**config.mk**
```make
export PLATFORM = sky130hd
export DESIGN_NAME = vip_video_packet_framer
export DESIGN_NICKNAME = d
export VERILOG_FILES = /design/src/rtl/vip_video_packet_framer.sv
export SDC_FILE = /design/constraint.sdc
export NUM_CORES = 1
export LEC_CHECK = 0
export ABC_AREA = 1
export BUFFER_PORTS_ARGS = -buffer_cell sky130_fd_sc_hd__buf_2
export CAP_MARGIN = 20
export CELL_PAD_IN_SITES_DETAIL_PLACEMENT = 1
export CELL_PAD_IN_SITES_GLOBAL_PLACEMENT = 2
export CORE_ASPECT_RATIO = 0.6
export CORE_UTILIZATION = 29
export DETAILED_ROUTE_END_ITERATION = 16
export PLACE_DENSITY = 0.75
export SLEW_MARGIN = 40
export SYNTH_ARGS = -nofsm -noshare
export SYNTH_HDL_FRONTEND = slang
export SYNTH_SLANG_ARGS = --single-unit
```
**constraint.sdc**
```tcl
create_clock -name clk -period 2.4 [get_ports clk]
set_clock_uncertainty 0.1 [all_clocks]
set_input_delay 0.48 -clock clk [delete_from_list [all_inputs] [get_ports clk]]
set_output_delay 0.48 -clock clk [all_outputs]
set_load 0.02 [all_outputs]
```
**src/rtl/vip_video_packet_framer.sv**
```systemverilog
// Builds Avalon-ST Video packets from a raw pixel stream: a control packet per frame,
// then an image packet. The output is a single register stage with zero-latency ready.
module vip_video_packet_framer #(
  parameter int unsigned DATA_WIDTH       = 10,
  parameter int unsigned DIM_BITS         = 16,
  parameter logic [3:0]  INTERLACE_NIBBLE = 4'h0
) (
  input  logic                  clk,
  input  logic                  rst,
  input  logic                  go,
  input  logic [DIM_BITS-1:0]   frame_width,
  input  logic [DIM_BITS-1:0]   frame_height,
  output logic                  busy,
  output logic                  frame_done,
  input  logic                  pix_valid,
  input  logic [DATA_WIDTH-1:0] pix_data,
  output logic                  pix_ready,
  input  logic                  int_ready,
  output logic                  int_valid,
  output logic [DATA_WIDTH-1:0] int_data,
  output logic                  int_sop,
  output logic                  int_eop
);

  typedef enum logic [1:0] {StIdle, StCtrl, StImgHdr, StImgData} state_e;

  state_e                state_q, state_d;
  logic [3:0]            beat_q, beat_d;
  logic [DIM_BITS-1:0]   x_q, x_d, y_q, y_d;
  logic [DIM_BITS-1:0]   width_q, width_d, height_q, height_d;
  logic                  busy_q, busy_d, done_q, done_d;
  logic                  valid_q, valid_d, sop_q, sop_d, eop_q, eop_d;
  logic [DATA_WIDTH-1:0] data_q, data_d;

  logic       load_en;
  logic       x_last, y_last;
  logic [3:0] nib;

  assign load_en = ~valid_q | int_ready;
  assign x_last  = (x_q == width_q - DIM_BITS'(1));
  assign y_last  = (y_q == height_q - DIM_BITS'(1));

  // Control packet payload: width nibbles MSB first, then height, then interlace.
  always_comb begin
    nib = INTERLACE_NIBBLE;
    case (beat_q)
      4'd1:    nib = width_q[15:12];
      4'd2:    nib = width_q[11:8];
      4'd3:    nib = width_q[7:4];
      4'd4:    nib = width_q[3:0];
      4'd5:    nib = height_q[15:12];
      4'd6:    nib = height_q[11:8];
      4'd7:    nib = height_q[7:4];
      4'd8:    nib = height_q[3:0];
      default: nib = INTERLACE_NIBBLE;
    endcase
  end

  always_comb begin
    state_d   = state_q;
    beat_d    = beat_q;
    x_d       = x_q;
    y_d       = y_q;
    width_d   = width_q;
    height_d  = height_q;
    busy_d    = busy_q;
    done_d    = 1'b0;
    valid_d   = valid_q;
    data_d    = data_q;
    sop_d     = sop_q;
    eop_d     = eop_q;
    pix_ready = 1'b0;

    if (load_en) valid_d = 1'b0;

    case (state_q)
      StIdle: begin
        // Busy stays up until the final image beat actually leaves the output register.
        if (busy_q && valid_q && int_ready && eop_q) begin
          busy_d = 1'b0;
          done_d = 1'b1;
        end else if (!busy_q && go && (frame_width != '0) && (frame_height != '0)) begin
          width_d      = frame_width;
          height_d     = frame_height;
          busy_d       = 1'b1;
          valid_d      = 1'b1;
          data_d       = '0;
          data_d[3:0]  = 4'hF;
          sop_d        = 1'b1;
          eop_d        = 1'b0;
          beat_d       = 4'd1;
          state_d      = StCtrl;
        end
      end
      StCtrl: begin
        if (load_en) begin
          valid_d     = 1'b1;
          data_d      = '0;
          data_d[3:0] = nib;
          sop_d       = 1'b0;
          eop_d       = (beat_q == 4'd9);
          if (beat_q == 4'd9) begin
            beat_d  = 4'd0;
            state_d = StImgHdr;
          end else begin
            beat_d = beat_q + 4'd1;
          end
        end
      end
      StImgHdr: begin
        if (load_en) begin
          valid_d = 1'b1;
          data_d  = '0;
          sop_d   = 1'b1;
          eop_d   = 1'b0;
          x_d     = '0;
          y_d     = '0;
          state_d = StImgData;
        end
      end
      StImgData: begin
        pix_ready = load_en;
        if (load_en && pix_valid) begin
          valid_d = 1'b1;
          data_d  = pix_data;
          sop_d   = 1'b0;
          eop_d   = x_last && y_last;
          if (x_last) begin
            x_d = '0;
            y_d = y_q + DIM_BITS'(1);
          end else begin
            x_d = x_q + DIM_BITS'(1);
          end
          if (x_last && y_last) begin
            x_d     = '0;
            y_d     = '0;
            state_d = StIdle;
          end
        end
      end
      default: state_d = StIdle;
    endcase
  end

  always_ff @(posedge clk) begin
    if (rst) begin
      state_q  <= StIdle;
      beat_q   <= '0;
      x_q      <= '0;
      y_q      <= '0;
      width_q  <= '0;
      height_q <= '0;
      busy_q   <= 1'b0;
      done_q   <= 1'b0;
      valid_q  <= 1'b0;
      data_q   <= '0;
      sop_q    <= 1'b0;
      eop_q    <= 1'b0;
    end else begin
      state_q  <= state_d;
      beat_q   <= beat_d;
      x_q      <= x_d;
      y_q      <= y_d;
      width_q  <= width_d;
      height_q <= height_d;
      busy_q   <= busy_d;
      done_q   <= done_d;
      valid_q  <= valid_d;
      data_q   <= data_d;
      sop_q    <= sop_d;
      eop_q    <= eop_d;
    end
  end

  assign busy       = busy_q;
  assign frame_done = done_q;
  assign int_valid  = valid_q;
  assign int_data   = data_q;
  assign int_sop    = sop_q;
  assign int_eop    = eop_q;

endmodule
```
# Yosys cells after proc, flatten, opt, wreduce, memory -nomap -nowiden
# Index checks and enable logic that the tools add are counted.
[word_totals] register_bits=85 latch_bits=0 ramBits=0 mem_bits_ro=0 out_inout_bits=16 n_memories=0
[classes] add_sub_neg=5 mul=0 div_mod_pow=0 order_cmp=0 eq_ne=22 shifts=0 muxes=49 n_bitwise=4 reduce_logical=24
[op_table] op="$mux 16" count=7
[op_table] op="$pmux 16 s2" count=2
[op_table] op="$mux 10" count=5
[op_table] op="$pmux 10 s4" count=1
[op_table] op="$add 16x1->16 const B" count=2
[op_table] op="$eq 16x16->1" count=2
[op_table] op="$pmux 4 s8" count=1
[op_table] op="$reduce_bool 16->1" count=2
[op_table] op="$sub 16x1->16 const B" count=2
[op_table] op="$mux 1" count=17
[op_table] op="$eq 4x3->1 const B" count=4
[op_table] op="$mux 4" count=4
[op_table] op="$mux 2" count=7
[op_table] op="$ne 2x2->1 const B" count=7
[op_table] op="$eq 4x2->1 const B" count=2
[op_table] op="$eq 4x4->1 const B" count=2
[op_table] op="$logic_and 1x1->1" count=8
[op_table] op="$pmux 1 s4" count=2
[op_table] op="$pmux 2 s4" count=1
[op_table] op="$pmux 4 s2" count=1
[op_table] op="$reduce_and 4->1" count=2
[op_table] op="$reduce_and 7->1" count=1
[op_table] op="$reduce_and 3->1" count=2
[op_table] op="$reduce_bool 2->1" count=3
[op_table] op="other kinds (13)" count=17

# Logic depth before layout (Yosys ltp)
# Gate-level depths: netlist (run 1).
[depth] ltp_word=7 ltp_mapped=18

# Worst setup path after synthesis (run 1)
# No wires, ideal clock.
[synth_path] kind="register -> register" startpoint="reg width_q[0]" endpoint="reg y_q[11]" arrival_ns=2.004 required_ns=2.189 path_slack_ns=0.185 stages_incl_launch_ff=19 path_buffers=1 period_less_slack_ns=2.215 cell_sequence="dfxtp_1 -> inv_2 -> ha_1 -> inv_1 -> nand2_1 -> nand2_1 -> nor2_1 -> nand2_1 -> nor2_1 -> nand2_1 -> nor2_2 -> nand3_2 -> o21ai_4 -> nand2_2 -> clkinv_1 -> nand2_1 -> nand2_2 -> buf_6 -> nor2_1"
[synth_via] elab_chain_len=6 word_cells_on_any_way=8 cone_classes="add/sub (1); eq/ne (2); mux (3); reduce/logical (2)"
[synth_lines] element="start: declaration" line="30" text="logic [DIM_BITS-1:0] width_q, width_d, height_q, height_d;"
[synth_lines] element="start signal: assignment" line="164" text="width_q <= width_d;"
[synth_lines] element="$sub 16x1->16 (*)" line="40" text="assign x_last = (x_q == width_q - DIM_BITS'(1));"
[synth_lines] element="$eq 16x16->1 (*)" line="40"
[synth_lines] element="$logic_and 1x1->1" line="134" text="if (x_last && y_last) begin"
[synth_lines] element="$mux 16" line="134"
[synth_lines] element="$mux 16" line="123" text="if (load_en && pix_valid) begin"
[synth_lines] element="$pmux 16 s2" line="76" text="case (state_q)"
[synth_lines] element="end signal: assignment" line="163" text="y_q <= y_d;"
[synth_lines] element="end: declaration" line="29" text="logic [DIM_BITS-1:0] x_q, x_d, y_q, y_d;"
# Mark *: on every way between the ends. The rest lies on a longest branch, timed or not. The select of a mux whose other input is x is not followed.
# A chain may end at the register's enable or synchronous reset.

# Worst setup path after layout (run 1)
[layout_path] startpoint="reg width_q[7]" endpoint="reg y_q[4]"
# Same word-level chain as after synthesis.

==> results of run 1 <==
area by class of cell:
class	count	area share, %
inverters	105	5.136
flip-flops and latches	85	22.04
clock buffers	10	3.075
repair buffers	177	16.99
multi-input cells	700	47.83
clock inverters	6	0.6440
well taps	266	4.283
worst max path at each step:
stage               slack, ps     endpoint  depth (start not counted)
finish                    -30       y_q[4]                         15
global route             -210      y_q[15]                         19
CTS                       -20       y_q[3]                         16
detailed placement       -280  height_q[3]                          9
global placement         -300  height_q[3]                          9
floorplan                 190      y_q[11]                         18
cells by family (layout without fill, tap and decap cells):
kind of cell,after synthesis,in the layout
compound gates,148,148
xor+xnor,28,28
fa+ha+maj,8,8
buf+inv,132,298
flops,85,85
simple gates,516,516
metal layers:
layer	track usage (%)	vias up
li1	-	3330
met1	40.77	3251
met3	5.244	14
met4	3.778	2
met5	0	-
met2	29.06	147
worst max-delay path: stages (launching register included):
cell	delay (ps)
dfxtp_1	340
nor2_1	200
nand2_1	130
nor2_4	210
nand2_1	90
nand2_2	110
nand2_1	90
nor2_2	130
nand3_4	120
o21ai_4	220
buf_6	170
clkbuf_16	170
nand3_1	70
nand2_1	70
nand2_1	50
nor2_1	110
sequential cells by signal (all words and copies together) (netlist names):
| register | flops |
|---|---|
| beat_q | 4 |
| busy | 1 |
| frame_done | 1 |
| height_q | 16 |
| int_data | 10 |
| int_eop | 1 |
| int_sop | 1 |
| int_valid | 1 |
| state_q | 2 |
| width_q | 16 |
| x_q | 16 |
| y_q | 16 |
repair_timing:
action,in CTS,in global routing
pin swaps,6,35
resized for setup,41,45
endpoints found under the setup margin,22,41
setup buffers,7,4
cloned,2,1
placed cells by master (no fill, tap or decap), types with 2 or more instances in the layout:
| master | n |
|---|---|
| nand2_2 | 13 |
| o21ai_0 | 43 |
| nor3_1 | 14 |
| inv_2 | 7 |
| nand2_1 | 229 |
| nand3_4 | 6 |
| buf_12 | 6 |
| o211ai_1 | 5 |
| inv_1 | 95 |
| nor2_1 | 95 |
| nor2_2 | 14 |
| inv_4 | 2 |
| dfxtp_1 | 76 |
| or2_2 | 2 |
| nand3b_1 | 11 |
| ha_1 | 6 |
| xnor2_1 | 10 |
| clkbuf_16 | 10 |
| buf_2 | 62 |
| o22ai_1 | 12 |
| dfxtp_2 | 9 |
| nand2_4 | 2 |
| nor2_4 | 11 |
| buf_6 | 7 |
| buf_4 | 99 |
| nand3_2 | 4 |
| ha_4 | 2 |
| inv_6 | 3 |
| xor2_1 | 14 |
| nand3_1 | 71 |
| nor4_1 | 9 |
| a21oi_1 | 77 |
| nand2b_1 | 2 |
| xor2_2 | 4 |
| nand4_1 | 25 |
| nor4_2 | 3 |
power groups by stage:
| stage | registers [W] | logic (W) | clock network, W |
|---|---|---|---|
| after floorplan | 0.00198 | 0.00269 | 0 |
| after global placement | 0.00197 | 0.00447 | 0 |
| after detailed placement | 0.00197 | 0.00455 | 0 |
| after CTS | 0.00195 | 0.00495 | 0.00149 |
| after global routing | 0.00201 | 0.00575 | 0.00152 |
| final | 0.00197 | 0.00526 | 0.00143 |
per-stage QoR:
stage	hold WS (ps)	setup TNS (ps)
after floorplan	369.9	0
after global placement	353.9	-13150
after detailed placement	360.9	-11150
after CTS	275.4	-48.96
after global routing	285.1	-5358
final	287.6	-146.8
==> flow_metrics.env, run 1 <==
export IMPL_outcome="finished with violations"
export IMPL_violations="negative setup slack"
export IMPL_pin_count=63
export IMPL_critPathArrivalTime_ps=2620
export IMPL_r2r_slack_ps=-30
export IMPL_setup_viol=11
export IMPL_yosysMostFrequentCell="nand2_1"
export IMPL_antenna_cells=0
export IMPL_rsz0062_at_grt="true"
export IMPL_clock_power_share_pct=16.5
export IMPL_worstMarginPinSlew_ps=731.8
export IMPL_drive_gt1_share_pct=25.76
export IMPL_multi_input_area_um2=3717
export IMPL_min_period_over_period_pct=101.3
export IMPL_synth_compound_area_share_pct=14.07
export IMPL_area_growth_pct=36.57
export IMPL_wl_mm=23.97
export IMPL_synth_top_cell_by_area="dfxtp_1"
export IMPL_syn_area_um2=5690
export IMPL_postSynthRegisterBits=85
export IMPL_synthFlopType="dfxtp_1"
export IMPL_path_class="flip-flop to flip-flop"
export IMPL_hold_path_class="input pin to flip-flop"
export IMPL_synth_fa_ha_area_share_pct=1.759
export IMPL_cts_tree="built"
export IMPL_worst_path_max_fanout=7
export IMPL_leakagePower_nw=3.429
export IMPL_worstHoldEndpoint="int_data[6]"
export IMPL_p_int_w=0.004494
export IMPL_fmax_mhz=411.3
export IMPL_end_kind="flip-flop"
export IMPL_p_seq_share_pct=22.7
export IMPL_drv_slew=0
export IMPL_yosysWarnings=0
export IMPL_path_clk_slew_ps=80
export IMPL_synthTopCellsByCount="240 x nand2_1, 111 x nor2_1, 99 x inv_1"
export IMPL_wl_met3_mm=1.429
export IMPL_relSlewSlack_pct=51.16
export IMPL_avgRoutedWirePerCell_um=17.77
export IMPL_synth_area_leaders="dfxtp_1 30%, nand2_1 16%, nor2_1 7.3%, a21oi_1 6.9%, nand3_1 6.8%"
export IMPL_yosysTopAreaCellShare_pct=29.90
export IMPL_synthXorXnorAreaFrac_pct=4.310
export IMPL_synthArstFlopShare_pct=0
export IMPL_finalPower_w=0.008661
export IMPL_fin_area_um2=7771
export IMPL_dieArea_um2=20200
export IMPL_vias_per_cell=4.999
export IMPL_cts_sinks=85
export IMPL_core_area_um2=19130
export IMPL_grt_pass1_vias=6498
export IMPL_cp_data_required_time_ps=2590
export IMPL_final_util_pct=40.63
export IMPL_track_usage_pct=23.94
export IMPL_reg2regPathDepth=15
export IMPL_drt_iter0_markers=520
export IMPL_seq_area_um2=1713
export IMPL_syn_inst=917
export IMPL_post_dp_cell_area_um2=7052
export IMPL_critPathLaunch="width_q[7]"
export IMPL_firstDrtPassIters=5
export IMPL_cts_htree_levels=3
export IMPL_holdCritStartpoint="pix_data[6]"
export IMPL_dr_max_layer_used="met5"
export IMPL_p_sw_share_pct=48.11
export IMPL_drcViolationCount=0
export IMPL_synth_seq_area_share_pct=29.90
export IMPL_peakVddDrop_mv=0.4260
export IMPL_final_cells=1349
export IMPL_grt_max_degree=32
export IMPL_cts_buffers_inserted=9
export IMPL_place_congestion=0.8954
export IMPL_route_met2_wl_mm=8.443
export IMPL_die_x_um=182.8
export IMPL_hold_buffers=0
export IMPL_fin_ws_ps=-31.44
export IMPL_hold_violations=0
export IMPL_grt_pass1_wl_mm=37.09
export IMPL_hpwl_mm=18.57
export IMPL_die_h_um=110.5
export IMPL_nFillCells=2531
export IMPL_startpoint_type="flip-flop"
export IMPL_synth_edff_count=0
export IMPL_drv_cap=0
export IMPL_clock_latency_ps=360
export IMPL_power_switching_w=0.004167
export IMPL_initial_core_util_pct=29.75
export IMPL_clockBufferDepth=2
export IMPL_synth_simple_gate_area_share_pct=40.59
export IMPL_vias=6744
export IMPL_period_needed_ps=2431
export IMPL_place_ws_ps=-278.3
export IMPL_clockRootBuffer="clkbuf_16"
export IMPL_grt_overflow=0
export IMPL_synth_top_family_by_area="simple AND/OR/NAND/NOR gates"
export IMPL_wl_met1_mm=13.94
export IMPL_row_count=39
export IMPL_hold_path_cell_count=3
export IMPL_final_antenna_net_count=0
export IMPL_power_density_nw_per_um2=1114
export IMPL_r2r_end="y_q[4]"
export IMPL_synthMuxAreaShare_pct=0
export IMPL_antenna_found_initial=1
export IMPL_p_comb_share_pct=60.7
export IMPL_post_synth_num_cell_types=43
export IMPL_io_buffers=62
export IMPL_nNetsFinal=1133
export IMPL_dp_cells=1320
export IMPL_syn_area_per_cell_um2=6.206
export IMPL_timing_rr_start="width_q[7]"
export IMPL_synth_fp_nets=972
Note: power is estimated with default switching activity, not from simulation.
==> run 2, diff against run 1 <==
Settings changed: PLACE_DENSITY 0.75 to not set, PLACE_DENSITY_LB_ADDON set to 0.1.
==> run 2 against run 1 <==
Compared with the run above:
- the flow still finishes with violations (negative setup slack)
- critical endpoint is now y_q[14]
- highest routed layer is now met4
- worst hold slack got worse by 11 ps
- critical path depth rose by 2
- first-iteration DRC count fell by 15%
- register-to-register slack barely moved
- count of clock-buffer cells in the layout fell by 1
- global-route usage rose by 0.35 points
==> flow_metrics.env, run 2 (same netlist as run 1, synthesis figures left out) <==
export IMPL_outcome="finished with violations"
export IMPL_violations="negative setup slack"
export IMPL_dieArea_um2=20200
export IMPL_nFillCells=2528
export IMPL_worstMarginPinSlew_ps=667.5
export IMPL_p_seq_share_pct=22.2
export IMPL_grt_busiest_layer="met1"
export IMPL_avgRoutedWirePerCell_um=17.74
export IMPL_p_sw_share_pct=47.51
export IMPL_seq_area_um2=1715
export IMPL_crit_slowest_cell="dfxtp_2"
export IMPL_critPathTopFamily="simple AND/OR/NAND/NOR gates"
export IMPL_firstDrtPassIters=5
export IMPL_p_comb_share_pct=60.7
export IMPL_final_cells=1360
export IMPL_layout_common_cells="220 x nand2_1, 109 x buf_4, 95 x inv_1"
export IMPL_pin_count=63
export IMPL_rsz0062_at_grt="true"
export IMPL_final_antenna_net_count=0
export IMPL_wl_mm=24.12
export IMPL_cts_htree_levels=3
export IMPL_grt_pass1_vias=6330
export IMPL_hold_buffers=0
export IMPL_initial_core_util_pct=29.75
export IMPL_cp_data_required_time_ps=2550
export IMPL_relSlewSlack_pct=55.09
export IMPL_grtUsageMet1_pct=42.75
export IMPL_path_class="flip-flop to flip-flop"
export IMPL_clockBufferDepth=2
export IMPL_whs_ps=276.3
export IMPL_use_met2_pct=27.96
export IMPL_hold_path_class="input pin to flip-flop"
export IMPL_cts_tree="built"
export IMPL_use_met3_pct=4.749
export IMPL_min_period_over_period_pct=101.0
export IMPL_max_stage_delay_ps=340
export IMPL_hpwl_mm=18.79
export IMPL_drv_cap=0
export IMPL_peakVddDrop_mv=0.3840
export IMPL_path_cells="inv_2, buf_6, nand3_4, nor2_4, nand3b_1, nand2_2, nand2_2, nor2_4, nand3_4, o21ai_4, buf_12, nand2_4, clkinv_2, nand2_2, nand2_4, buf_12, nor2_2"
export IMPL_drcViolationCount=0
export IMPL_area_growth_pct=39.73
export IMPL_track_usage_pct=24.29
export IMPL_worst_path_max_fanout=8
export IMPL_antenna_cells=0
export IMPL_cts_sinks=85
export IMPL_grt_max_degree=39
export IMPL_power_density_nw_per_um2=1131
export IMPL_grt_pass1_wl_mm=37.30
export IMPL_fmax_mhz=412.6
export IMPL_power_switching_w=0.004275
export IMPL_finalPower_w=0.008997
export IMPL_antenna_found_initial=0
export IMPL_hold_violations=0
export IMPL_final_common_cell="nand2_1"
export IMPL_leakagePower_nw=3.515
export IMPL_cts_buffers_inserted=9
export IMPL_vias_per_cell=4.880
export IMPL_drive_gt1_share_pct=28.06
export IMPL_critPathBufInv=5
export IMPL_nNetsFinal=1144
export IMPL_vias=6637
export IMPL_path_clk_slew_ps=70
export IMPL_drv_slew=0
export IMPL_row_count=39
export IMPL_clock_latency_ps=360
export IMPL_r2r_slack_ps=-20
export IMPL_io_buffers=62
export IMPL_core_area_um2=19130
export IMPL_p_int_w=0.004722
export IMPL_place_congestion=0.9046
export IMPL_startpoint_type="flip-flop"
export IMPL_die_h_um=110.5
export IMPL_dp_cells=1327
export IMPL_final_util_pct=41.57
export IMPL_critPathArrivalTime_ps=2580
export IMPL_period_needed_ps=2424
export IMPL_clockRootBuffer="clkbuf_16"
export IMPL_cpMostUsedCell="nand2_2"
export IMPL_drt_iter0_markers=440
export IMPL_multi_input_area_um2=3774
export IMPL_setup_viol=8
export IMPL_die_x_um=182.8
export IMPL_grt_overflow=0
export IMPL_fin_ws_ps=-23.87
export IMPL_clock_power_share_pct=17.1
export IMPL_end_kind="flip-flop"
==> run 2: worst register-to-register path, stage by stage (launching register included) <==
cell      delay, ps
dfxtp_2         340
inv_2            90
buf_6           110
nand3_4         100
nor2_4          190
nand3b_1        110
nand2_2         130
nand2_2          90
nor2_4          140
nand3_4         120
o21ai_4         160
buf_12          150
nand2_4          50
clkinv_2         60
nand2_2          60
nand2_4         100
buf_12          170
nor2_2           50
==> run 2: power by group through the flow <==
stage | sequential, W | combinational, W | clock (W)
floorplan | 0.00198 | 0.00269 | 0
global placement | 0.00198 | 0.00461 | 0
detailed placement | 0.00198 | 0.00461 | 0
CTS | 0.00197 | 0.00513 | 0.00159
global route | 0.00203 | 0.00599 | 0.00166
finish | 0.00200 | 0.00546 | 0.00154
==> run 2: worst paths after layout <==
path / from / endpoint / cells after the start
setup / recovery: width_q[0] / y_q[14] / 17
hold / removal: frame_height[15] / height_q[15] / 3
setup reg to reg: width_q[0] / y_q[14] / 17
hold reg to reg: int_data[8] / int_data[8] / 2
==> run 2: area by class of cell <==
class | instances | share of cell area (%)
Sequential cell | 85 | 21.57
Clock buffer | 9 | 2.832
Inverter | 105 | 5.035
Multi-Input combinational cell | 700 | 47.46
Tap cell | 266 | 4.186
Timing Repair Buffer | 188 | 17.75
Clock inverter | 7 | 1.164
==> run 2: metal layers <==
metal | wire length [um] | up-vias
li1 | - | 3361
met1 | 14460 | 3095
met2 | 7925 | 170
met3 | 1601 | 11
met4 | 137 | 0
met5 | 0 | -
==> run 2: metrics by stage <==
stage                     area (um^2)  TNS (ps)  setup WS, ps
after floorplan                  5690         0         185.3
after global placement           7067     -2179        -133.4
after detailed placement         7067     -2573        -152.4
after CTS                        7706    -34.50        -9.842
after global routing             7951     -2058        -132.2
final                            7951    -117.3        -23.87
==> run 2: timing repair <==
action	CTS	global route
gates cloned	2	1
buffers inserted	12	5
setup endpoints to repair	24	34
pin swaps	29	29
gates resized for setup	51	57
